File: src/rtl/blackjack_round_controller_if.sv
// Signal bundle between the round controller and its environment
// (buttons, card generator, display/LED logic).
interface blackjack_round_controller_if;
    logic       start;
    logic       player_hit;
    logic       player_stand;
    logic [3:0] card_in;
    logic       gen_hit;
    logic [4:0] player_sum;
    logic [4:0] dealer_sum;
    logic [3:0] dealer_up;
    logic       player_turn;
    logic [1:0] result;
    logic       done;

    modport master (
        output start, player_hit, player_stand, card_in,
        input  gen_hit, player_sum, dealer_sum, dealer_up, player_turn, result, done
    );

    modport slave (
        input  start, player_hit, player_stand, card_in,
        output gen_hit, player_sum, dealer_sum, dealer_up, player_turn, result, done
    );
endinterface

File: src/rtl/blackjack_round_controller.sv
// Runs one blackjack round: deals four cards, runs the player turn from buttons,
// auto-plays the dealer and reports the outcome. All outputs are registered.
module blackjack_round_controller #(
    parameter int DEALER_STAND = 17,
    parameter int BJ_LIMIT     = 21
) (
    input logic                        clk,
    input logic                        rst,
    blackjack_round_controller_if.slave bus
);
    typedef enum logic [2:0] {IDLE, REQ, CAP, PLAYER, DEALER, DONE} state_t;

    state_t     state_reg;
    logic       gen_hit_reg;
    logic [4:0] player_sum_reg;
    logic [4:0] dealer_sum_reg;
    logic [2:0] player_aces_reg;
    logic [2:0] dealer_aces_reg;
    logic [3:0] dealer_up_reg;
    logic       player_turn_reg;
    logic [1:0] result_reg;
    logic       done_reg;
    logic [1:0] deal_idx_reg;
    logic       dealing_reg;
    logic       draw_dealer_reg;
    logic       hit_prev_reg;
    logic       stand_prev_reg;

    logic [3:0] card_clamped;
    logic       card_is_ace;
    logic       to_dealer;
    logic       hit_rise;
    logic       stand_rise;
    logic [4:0] hand_sum  [2];
    logic [2:0] hand_aces [2];
    logic [7:0] hand_add  [2];

    // Soft-ace fold: at most two 10-point reductions are ever needed per card.
    function automatic logic [7:0] add_card(input logic [4:0] sum, input logic [2:0] aces,
                                            input logic [3:0] card, input logic is_ace);
        logic [5:0] t;
        logic [2:0] a;
        t = {1'b0, sum} + {2'b00, card};
        a = aces + {2'b00, is_ace};
        for (int i = 0; i < 2; i++) begin
            if (t > 6'(BJ_LIMIT) && a != 3'd0) begin
                t = t - 6'd10;
                a = a - 3'd1;
            end
        end
        return {t[4:0], a};
    endfunction

    always_comb begin
        card_clamped = bus.card_in;
        if (bus.card_in < 4'd2)
            card_clamped = 4'd2;
        else if (bus.card_in > 4'd11)
            card_clamped = 4'd10;
    end

    assign card_is_ace = (bus.card_in == 4'd11);
    assign to_dealer   = dealing_reg ? deal_idx_reg[0] : draw_dealer_reg;
    assign hit_rise    = bus.player_hit & ~hit_prev_reg;
    assign stand_rise  = bus.player_stand & ~stand_prev_reg;

    assign hand_sum[0]  = player_sum_reg;
    assign hand_sum[1]  = dealer_sum_reg;
    assign hand_aces[0] = player_aces_reg;
    assign hand_aces[1] = dealer_aces_reg;

    // Index 0 is the player hand, index 1 the dealer hand.
    genvar gi;
    generate
        for (gi = 0; gi < 2; gi++) begin : g_hand
            assign hand_add[gi] = add_card(hand_sum[gi], hand_aces[gi], card_clamped, card_is_ace);
        end
    endgenerate

    always_ff @(posedge clk) begin
        if (rst) begin
            state_reg       <= IDLE;
            gen_hit_reg     <= 1'b0;
            player_sum_reg  <= '0;
            dealer_sum_reg  <= '0;
            player_aces_reg <= '0;
            dealer_aces_reg <= '0;
            dealer_up_reg   <= '0;
            player_turn_reg <= 1'b0;
            result_reg      <= 2'b00;
            done_reg        <= 1'b0;
            deal_idx_reg    <= '0;
            dealing_reg     <= 1'b0;
            draw_dealer_reg <= 1'b0;
            hit_prev_reg    <= 1'b0;
            stand_prev_reg  <= 1'b0;
        end else begin
            hit_prev_reg    <= bus.player_hit;
            stand_prev_reg  <= bus.player_stand;
            gen_hit_reg     <= 1'b0;
            player_turn_reg <= 1'b0;
            done_reg        <= 1'b0;
            case (state_reg)
                IDLE, DONE: begin
                    if (bus.start) begin
                        player_sum_reg  <= '0;
                        dealer_sum_reg  <= '0;
                        player_aces_reg <= '0;
                        dealer_aces_reg <= '0;
                        dealer_up_reg   <= '0;
                        result_reg      <= 2'b00;
                        deal_idx_reg    <= '0;
                        dealing_reg     <= 1'b1;
                        gen_hit_reg     <= 1'b1;
                        state_reg       <= REQ;
                    end else if (state_reg == DONE) begin
                        done_reg <= 1'b1;
                    end
                end
                REQ: state_reg <= CAP;
                CAP: begin
                    if (to_dealer)
                        {dealer_sum_reg, dealer_aces_reg} <= hand_add[1];
                    else
                        {player_sum_reg, player_aces_reg} <= hand_add[0];
                    if (dealing_reg && deal_idx_reg == 2'd1)
                        dealer_up_reg <= card_clamped;
                    if (dealing_reg && deal_idx_reg != 2'd3) begin
                        deal_idx_reg <= deal_idx_reg + 2'd1;
                        gen_hit_reg  <= 1'b1;
                        state_reg    <= REQ;
                    end else if (dealing_reg || !draw_dealer_reg) begin
                        dealing_reg     <= 1'b0;
                        player_turn_reg <= 1'b1;
                        state_reg       <= PLAYER;
                    end else begin
                        state_reg <= DEALER;
                    end
                end
                PLAYER: begin
                    if (player_sum_reg > 5'(BJ_LIMIT)) begin
                        result_reg <= 2'b10;
                        done_reg   <= 1'b1;
                        state_reg  <= DONE;
                    end else if (player_sum_reg == 5'(BJ_LIMIT) || stand_rise) begin
                        state_reg <= DEALER;
                    end else if (hit_rise) begin
                        draw_dealer_reg <= 1'b0;
                        gen_hit_reg     <= 1'b1;
                        state_reg       <= REQ;
                    end else begin
                        player_turn_reg <= 1'b1;
                    end
                end
                DEALER: begin
                    if (dealer_sum_reg < 5'(DEALER_STAND)) begin
                        draw_dealer_reg <= 1'b1;
                        gen_hit_reg     <= 1'b1;
                        state_reg       <= REQ;
                    end else begin
                        done_reg  <= 1'b1;
                        state_reg <= DONE;
                        if (dealer_sum_reg > 5'(BJ_LIMIT) || player_sum_reg > dealer_sum_reg)
                            result_reg <= 2'b01;
                        else if (player_sum_reg == dealer_sum_reg)
                            result_reg <= 2'b11;
                        else
                            result_reg <= 2'b10;
                    end
                end
                default: state_reg <= IDLE;
            endcase
        end
    end

    assign bus.gen_hit     = gen_hit_reg;
    assign bus.player_sum  = player_sum_reg;
    assign bus.dealer_sum  = dealer_sum_reg;
    assign bus.dealer_up   = dealer_up_reg;
    assign bus.player_turn = player_turn_reg;
    assign bus.result      = result_reg;
    assign bus.done        = done_reg;
endmodule

File: src/flat_wrapper.sv
// flat-port wrapper written by rule: the top's interface ports become plain ports
module blackjack_round_controller_flat 
#(
    parameter int DEALER_STAND = 17,
    parameter int BJ_LIMIT     = 21
)
  (clk, rst, bus_start, bus_player_hit, bus_player_stand, bus_card_in, bus_gen_hit, bus_player_sum, bus_dealer_sum, bus_dealer_up, bus_player_turn, bus_result, bus_done);
  blackjack_round_controller_if bus_i ();
  input logic clk;
  input logic rst;
  input wire logic [$bits(bus_i.start)-1:0] bus_start;
  input wire logic [$bits(bus_i.player_hit)-1:0] bus_player_hit;
  input wire logic [$bits(bus_i.player_stand)-1:0] bus_player_stand;
  input wire logic [$bits(bus_i.card_in)-1:0] bus_card_in;
  output wire logic [$bits(bus_i.gen_hit)-1:0] bus_gen_hit;
  output wire logic [$bits(bus_i.player_sum)-1:0] bus_player_sum;
  output wire logic [$bits(bus_i.dealer_sum)-1:0] bus_dealer_sum;
  output wire logic [$bits(bus_i.dealer_up)-1:0] bus_dealer_up;
  output wire logic [$bits(bus_i.player_turn)-1:0] bus_player_turn;
  output wire logic [$bits(bus_i.result)-1:0] bus_result;
  output wire logic [$bits(bus_i.done)-1:0] bus_done;
  assign bus_i.start = bus_start;
  assign bus_i.player_hit = bus_player_hit;
  assign bus_i.player_stand = bus_player_stand;
  assign bus_i.card_in = bus_card_in;
  assign bus_gen_hit = bus_i.gen_hit;
  assign bus_player_sum = bus_i.player_sum;
  assign bus_dealer_sum = bus_i.dealer_sum;
  assign bus_dealer_up = bus_i.dealer_up;
  assign bus_player_turn = bus_i.player_turn;
  assign bus_result = bus_i.result;
  assign bus_done = bus_i.done;
  blackjack_round_controller #(.DEALER_STAND(DEALER_STAND), .BJ_LIMIT(BJ_LIMIT)) u_core (.clk(clk), .rst(rst), .bus(bus_i));
endmodule
File: config.mk
export PLATFORM = sky130hd
export DESIGN_NAME = blackjack_round_controller_flat
export DESIGN_NICKNAME = d
export VERILOG_FILES = /design/src/rtl/blackjack_round_controller_if.sv /design/src/rtl/blackjack_round_controller.sv /design/src/flat_wrapper.sv
export SDC_FILE = /design/constraint.sdc
export NUM_CORES = 1
export LEC_CHECK = 0
export CAP_MARGIN = 40
export CORE_ASPECT_RATIO = 0.6
export CORE_MARGIN = 2
export CORE_UTILIZATION = 45
export DETAILED_ROUTE_END_ITERATION = 10
export GPL_TIMING_DRIVEN = 0
export PLACE_DENSITY_LB_ADDON = 0.25
export SYNTH_ARGS = -nofsm -noshare
export SYNTH_HDL_FRONTEND = slang
export SYNTH_SLANG_ARGS = --single-unit
File: constraint.sdc
create_clock -name clk -period 6.6 [get_ports clk]
set_clock_uncertainty 0.15 [all_clocks]
set_input_delay 1.32 -clock clk [delete_from_list [all_inputs] [get_ports clk]]
set_output_delay 1.32 -clock clk [all_outputs]
set_load 0.005 [all_outputs]
==> results of run 1 <==
## cells in the final DEF (no fill, tap or decap), types with 3 or more instances in the layout
cell type	instances
clkdlybuf4s50_1	26
nor3_1	12
a21o_1	5
o2111a_1	3
or2_2	3
a32o_1	4
o31ai_1	7
and4_1	4
nor3b_1	5
a31oi_1	4
o21a_1	8
clkbuf_1	12
a311oi_1	3
and3_1	6
nor2_1	44
o21ai_0	8
and2_1	4
or3_1	5
a211o_1	3
a22oi_1	4
inv_1	29
o211ai_1	12
o2111ai_1	3
a21oi_1	32
nand4_1	5
xor2_1	4
xnor2_1	6
mux2i_1	3
or4_1	7
clkbuf_16	5
nand3_1	19
a211oi_1	8
nor2b_1	4
ha_1	31
nand2_1	38
nand2b_1	9
dfxtp_1	34
a32oi_1	5
## critical path: cells and delay by family
family                     cells  cell delay [ns]
muxes                          1             0.32
AOI/OAI and AO/OA              6             1.42
buffers and inverters          4             0.96
adders and majority gates      4             1.18
and+or+nand+nor                5             1.05
## power breakdown
| part | switching, mW | total, mW | internal, mW |
|---|---|---|---|
| Clock | 0.0903 | 0.317 | 0.227 |
| Combinational | 0.0928 | 0.147 | 0.0546 |
| Sequential | 0.00541 | 0.217 | 0.211 |
## final timing paths
kind / start / endpoint / cells after the start
worst min register to register: u_core.player_aces_reg[0] / u_core.player_aces_reg[0] / 1
worst max register to register: u_core.bus.player_sum[0] / u_core.bus.player_sum[4] / 17
worst max-delay path: bus_card_in[3] / u_core.bus.player_sum[4] / 20
worst min-delay path: u_core.player_aces_reg[0] / u_core.player_aces_reg[0] / 1
## per-stage QoR
step                      worst slack (ns)  total power [mW]
after floorplan                       1.36             0.321
after global placement               0.299             0.359
after detailed placement             0.230             0.364
after CTS                            0.485             0.683
after global routing                0.0267             0.714
final                                0.411             0.681
## metal layers
metal	vias to the layer above	wire, um	global-route usage, %
met5	-	0	0
met4	0	82	3.75
met3	14	791	5.06
met2	140	3850	34.9
met1	1689	4730	37.0
li1	1719	-	-
## layout make-up
type                       count  area (um2)
clock buffer                   6         139
buffer                        16        75.1
multi-input combinational    355        2460
fill                         681        3300
clock inverter                 2        60.1
inverter                      29         109
tap                           91         114
timing repair buffer          28         270
sequential                    34         681
## cells by family (layout without fill, tap and decap cells)
| logic type | after synthesis | count (layout) | synth area share, % |
|---|---|---|---|
| xor gates and xnor gates | 10 | 10 | 2.64 |
| AOI/OAI and AO/OA | 136 | 136 | 30.9 |
| muxes | 4 | 4 | 1.24 |
| buffers and inverters | 45 | 81 | 5.54 |
| DFF | 34 | 34 | 20.5 |
| adders and majority gates | 33 | 33 | 12.9 |
| and+or+nand+nor | 172 | 172 | 26.3 |
==> impl_metrics.csv, run 1 <==
group,metric,value,unit
status,status,"finished clean",
floorplan,start_util,46.1,%
clock_tree,cts_buffer_depth,2,
min_path,hold_class,"register to register",
critical_path,cp.arrival,6.24,ns
finish,drive_gt1_share,6.17,%
logic_synthesis,synth.distinct_cells,68,
floorplan,ios,28,
timing,rsz0062_at_grt,"false",
logic_synthesis,synth-seq-cells,34,
clock_tree,post_cts_buffers,0,
critical_path,cp_slowest_cell,"clkdlybuf4s50_1",
route,drc,0,
critical_path,crit_chain,"clkdlybuf4s50_1 -> nor3_1 -> nor2_1 -> ha_1 -> fa_1 -> a211oi_2 -> nor2_1 -> a311oi_2 -> o21a_1 -> buf_4 -> mux2i_1 -> inv_1 -> ha_1 -> ha_1 -> inv_1 -> nand3_1 -> a311oi_1 -> a221oi_1 -> or4_1 -> a31oi_1",
logic_synthesis,synth_seq_area_share,20.5,%
timing,hold_viol_final,0,
clock_tree,clock_latency,0.28,ns
clock_tree,cts_tree,"done",
timing,hold_ws,0.329,ns
critical_path,slowest_delay,0.50,ns
global_routing,grt_max_degree,12,
timing,setup_viol,0,
clock_tree,numCtsBuffers,5,
placement,placed_area,3710,um2
timing,period_needed,6.19,ns
finish,final_area,3910,um2
pwr,power_density,174,nW/um2
logic_synthesis,yosys_warnings,0,
logic_synthesis,synth-edff-count,0,
route,final_antenna_net_count,0,
critical_path,crit_top_cell,"ha_1",
pwr,p_leak,1.51,nW
route,drt_iter0_drc,368,
route,dr.pass1.iters,7,
logic_synthesis,postSynthAreaPerCell,7.65,um2
logic_synthesis,synth_top_area_cell,"dfxtp_1",
clock_tree,cts_sinks,34,
timing,slew_violations,0,
route,wire_per_inst,16.8,um
timing,max_freq,162,MHz
placement,routabilityCongestion,0.955,
floorplan,die_x,115,um
placement,portBuffers,26,
logic_synthesis,synth.top_cell.area_share,20.5,%
critical_path,rrSetupSlack,1.88,ns
timing,fin_crit_sh,93.8,%
floorplan,design.die.area,8110,um2
floorplan,fp-row-count,24,
logic_synthesis,syn_nets,476,
finish,finalNetCount,511,
critical_path,critPathKind,"input pin to register",
finish,num_antenna_cells,0,
global_routing,grt_pass1_vias,3225,
logic_synthesis,synthCells,434,
clock_tree,htreeDepth,2,
global_routing,antenna_found_initial,0,
clock_tree,post_cts_resized,0,
logic_synthesis,synthFlopType,"dfxtp_1",
timing,worst_pin_slew,0.959,ns
critical_path,cp.required,6.66,ns
global_routing,grt_pass1_wl,15900,um
clock_tree,clkTransAtPathRegs,0.05,ns
finish,fin_cells,561,
placement,dp_hpwl,7290,um
global_routing,gr-usage-all-layers,24.0,%
finish,utilization,54.2,%
finish,area.growth.synth_to_final,17.6,%
floorplan,die_h,70.6,um
route,detail_route.vias_per_cell,6.35,
pwr,ir_drop,143,uV
logic_synthesis,synth.most_common_cell,"nor2_1",
job,cap_violations,0,
critical_path,path_max_fanout,8,
global_routing,gr-total-overflow,0,
timing,slew_headroom,35.2,%
placement,dp.cells,553,
timing,setup_tns,0,ns
clock_tree,cts_hold_buf,0,
logic_synthesis,async_flop_share,0,%
logic_synthesis,synthTopCellsByArea,"dfxtp_1 (20%), ha_1 (12%), nor2_1 (5.0%)",
logic_synthesis,yosys-top-cells-count,"nor2_1 (44), nand2_1 (38), dfxtp_1 (34), a21oi_1 (32), ha_1 (31)",
route,vias,3562,
route,wl,9450,um
critical_path,cp-start-kind,"input pin",
critical_path,end_kind,"register",
logic_synthesis,netlist_area,3320,um2
clock_tree,cts_root_buf,"clkbuf_16",
floorplan,coreArea,7210,um2
Power figures use the tool's default switching activity.
==> run 2, diff against run 1 <==
--- a/config.mk
+++ b/config.mk
@@ -8,7 +8,7 @@
 export CAP_MARGIN = 40
 export CORE_ASPECT_RATIO = 0.6
 export CORE_MARGIN = 2
-export CORE_UTILIZATION = 45
+export CORE_UTILIZATION = 40
 export DETAILED_ROUTE_END_ITERATION = 10
 export GPL_TIMING_DRIVEN = 0
 export PLACE_DENSITY_LB_ADDON = 0.25
==> impl_metrics.csv, run 2 (synthesis gave the netlist of run 1 again) <==
group,metric,value,unit
status,status,"finished clean",
clock_tree,cts_hold_buf,0,
clock_tree,post_cts_resized,0,
critical_path,cp.required,6.67,ns
pwr,p_leak,1.51,nW
route,highest_layer,"met4",
finish,layout_commonest_cell,"nor2_1",
job,cap_violations,0,
route,dr.pass1.iters,5,
floorplan,coreArea,7980,um2
route,wl_met2,3650,um
timing,period_needed,6.16,ns
clock_tree,numCtsBuffers,5,
critical_path,crit_chain,"clkdlybuf4s50_1 -> nor3_1 -> nor2_1 -> ha_1 -> fa_1 -> a211oi_2 -> nor2_1 -> a311oi_2 -> o21a_1 -> buf_4 -> mux2i_1 -> inv_1 -> ha_1 -> ha_1 -> inv_1 -> nand3_1 -> a311oi_1 -> a221oi_1 -> or4_1 -> a31oi_1",
timing,slew_headroom,38.1,%
critical_path,cp-start-kind,"input pin",
timing,setup_viol,0,
finish,num_antenna_cells,0,
placement,routabilityCongestion,0.930,
timing,slew_violations,0,
clock_tree,cts_tree,"done",
global_routing,gr-total-overflow,0,
route,detail_route.vias_per_cell,6.05,
floorplan,die_x,122,um
timing,rsz0062_at_grt,"false",
timing,worst_pin_slew,0.916,ns
placement,dp_hpwl,7300,um
route,met1Wirelength,4960,um
critical_path,path_max_fanout,8,
route,drt_iter0_drc,300,
timing,max_freq,162,MHz
clock_tree,cts_root_buf,"clkbuf_16",
pwr,ir_drop,89.2,uV
clock_tree,cts_buffer_depth,2,
critical_path,critPathTopFamily,"compound AO/OA/AOI/OAI gates",
clock_tree,htreeDepth,2,
critical_path,crit_top_cell,"ha_1",
pwr,netSwitchingPower,191,uW
timing,fin_crit_sh,93.3,%
route,wl,9490,um
route,wire_per_inst,16.4,um
global_routing,antenna_found_initial,0,
critical_path,end_kind,"register",
pwr,clock_power_share,46.8,%
placement,portBuffers,26,
floorplan,die_h,74.6,um
finish,ff_latch_area,681,um2
finish,drive_gt1_share,6.17,%
critical_path,critPathKind,"input pin to register",
pwr,power_density,174,nW/um2
finish,fillers,812,
clock_tree,clock_latency,0.29,ns
clock_tree,clkTransAtPathRegs,0.06,ns
route,met3WireLength,740,um
floorplan,start_util,41.6,%
min_path,hold_class,"register to register",
floorplan,fp-row-count,25,
timing,setup_tns,0,ns
critical_path,slowest_delay,0.50,ns
timing,timing.final.ws_setup,0.439,ns
pwr,seqPwrFrac,31.7,%
global_routing,grt_max_degree,12,
critical_path,cp.arrival,6.23,ns
critical_path,cp_slowest_cell,"clkdlybuf4s50_1",
finish,multi_input_area,2460,um2
route,drc,0,
timing,hold_viol_final,0,
finish,area.growth.synth_to_final,18.2,%
finish,finalNetCount,511,
route,vias,3499,
clock_tree,cts_sinks,34,
global_routing,grt_pass1_vias,3081,
placement,pre_cts_slack,0.266,ns
floorplan,design.die.area,9070,um2
critical_path,worst-path-buf-inv,4,
pwr,switching_share,28.0,%
route,final_antenna_net_count,0,
pwr,combPwrFrac,21.4,%
global_routing,grt_pass1_wl,15500,um
finish,utilization,49.2,%
floorplan,ios,28,
pwr,power.internal,492,uW
clock_tree,post_cts_buffers,0,
finish,final_cell_mix,"nor2_1 (44), nand2_1 (38), dfxtp_1 (34)",
global_routing,gr-usage-all-layers,21.6,%
run 2: cell counts in the layout (fill, tap and decap cells not counted):
Identical to the previous run, type by type.
run 2: worst paths after layout:
path,startpoint,end,slack (ns),cells after the start
max,bus_card_in[3],u_core.bus.player_sum[4],0.44,20
min,u_core.dealer_aces_reg[1],u_core.dealer_aces_reg[1],0.32,2
max reg2reg,u_core.bus.player_sum[0],u_core.bus.player_sum[4],1.94,17
min reg2reg,u_core.dealer_aces_reg[1],u_core.dealer_aces_reg[1],0.32,2
run 2: power by group through the flow:
| stage | Combinational, mW | Sequential [mW] | Clock [mW] |
|---|---|---|---|
| 2_1_floorplan | 0.101 | 0.220 | 0 |
| 3_3_place_gp | 0.138 | 0.221 | 0 |
| 6_report | 0.147 | 0.217 | 0.320 |
| 3_5_place_dp | 0.142 | 0.221 | 0 |
| 5_1_grt | 0.163 | 0.218 | 0.336 |
| 4_1_cts | 0.143 | 0.217 | 0.325 |
run 2: per-stage QoR:
| step | instances | total power, mW | area (um2) | hold slack (ns) |
|---|---|---|---|---|
| floorplan | 434 | 0.321 | 3320 | 0.279 |
| global placement | 568 | 0.359 | 3720 | 0.294 |
| detailed placement | 570 | 0.363 | 3730 | 0.304 |
| CTS | 578 | 0.685 | 3930 | 0.317 |
| global route | 578 | 0.716 | 3930 | 0.342 |
| finish | 578 | 0.683 | 3930 | 0.316 |
run 2: worst register-to-register path, delay by kind of cell, from the launching register on:
family          cells  cell delay, ns
compound gates      6            1.38
flops               1            0.36
simple gates        3            0.73
mux                 1            0.32
fa+ha+maj           4            1.20
buf+inv             3            0.45
run 2: final cells by class:
type / instances / share of cell area [%]
multi-input combinational: 355 / 62.6
sequential: 34 / 17.3
timing repair buffer: 28 / 6.88
clock buffer: 6 / 3.54
tap: 108 / 3.44
inverter: 29 / 2.77
buffer: 16 / 1.91
clock inverter: 2 / 1.53
run 2: per-layer routing:
| metal | up-vias | global-route usage, % |
|---|---|---|
| li1 | 1715 | - |
| met3 | 15 | 5.83 |
| met4 | 0 | 6.26 |
| met5 | - | 0 |
| met1 | 1647 | 33.1 |
| met2 | 122 | 29.1 |
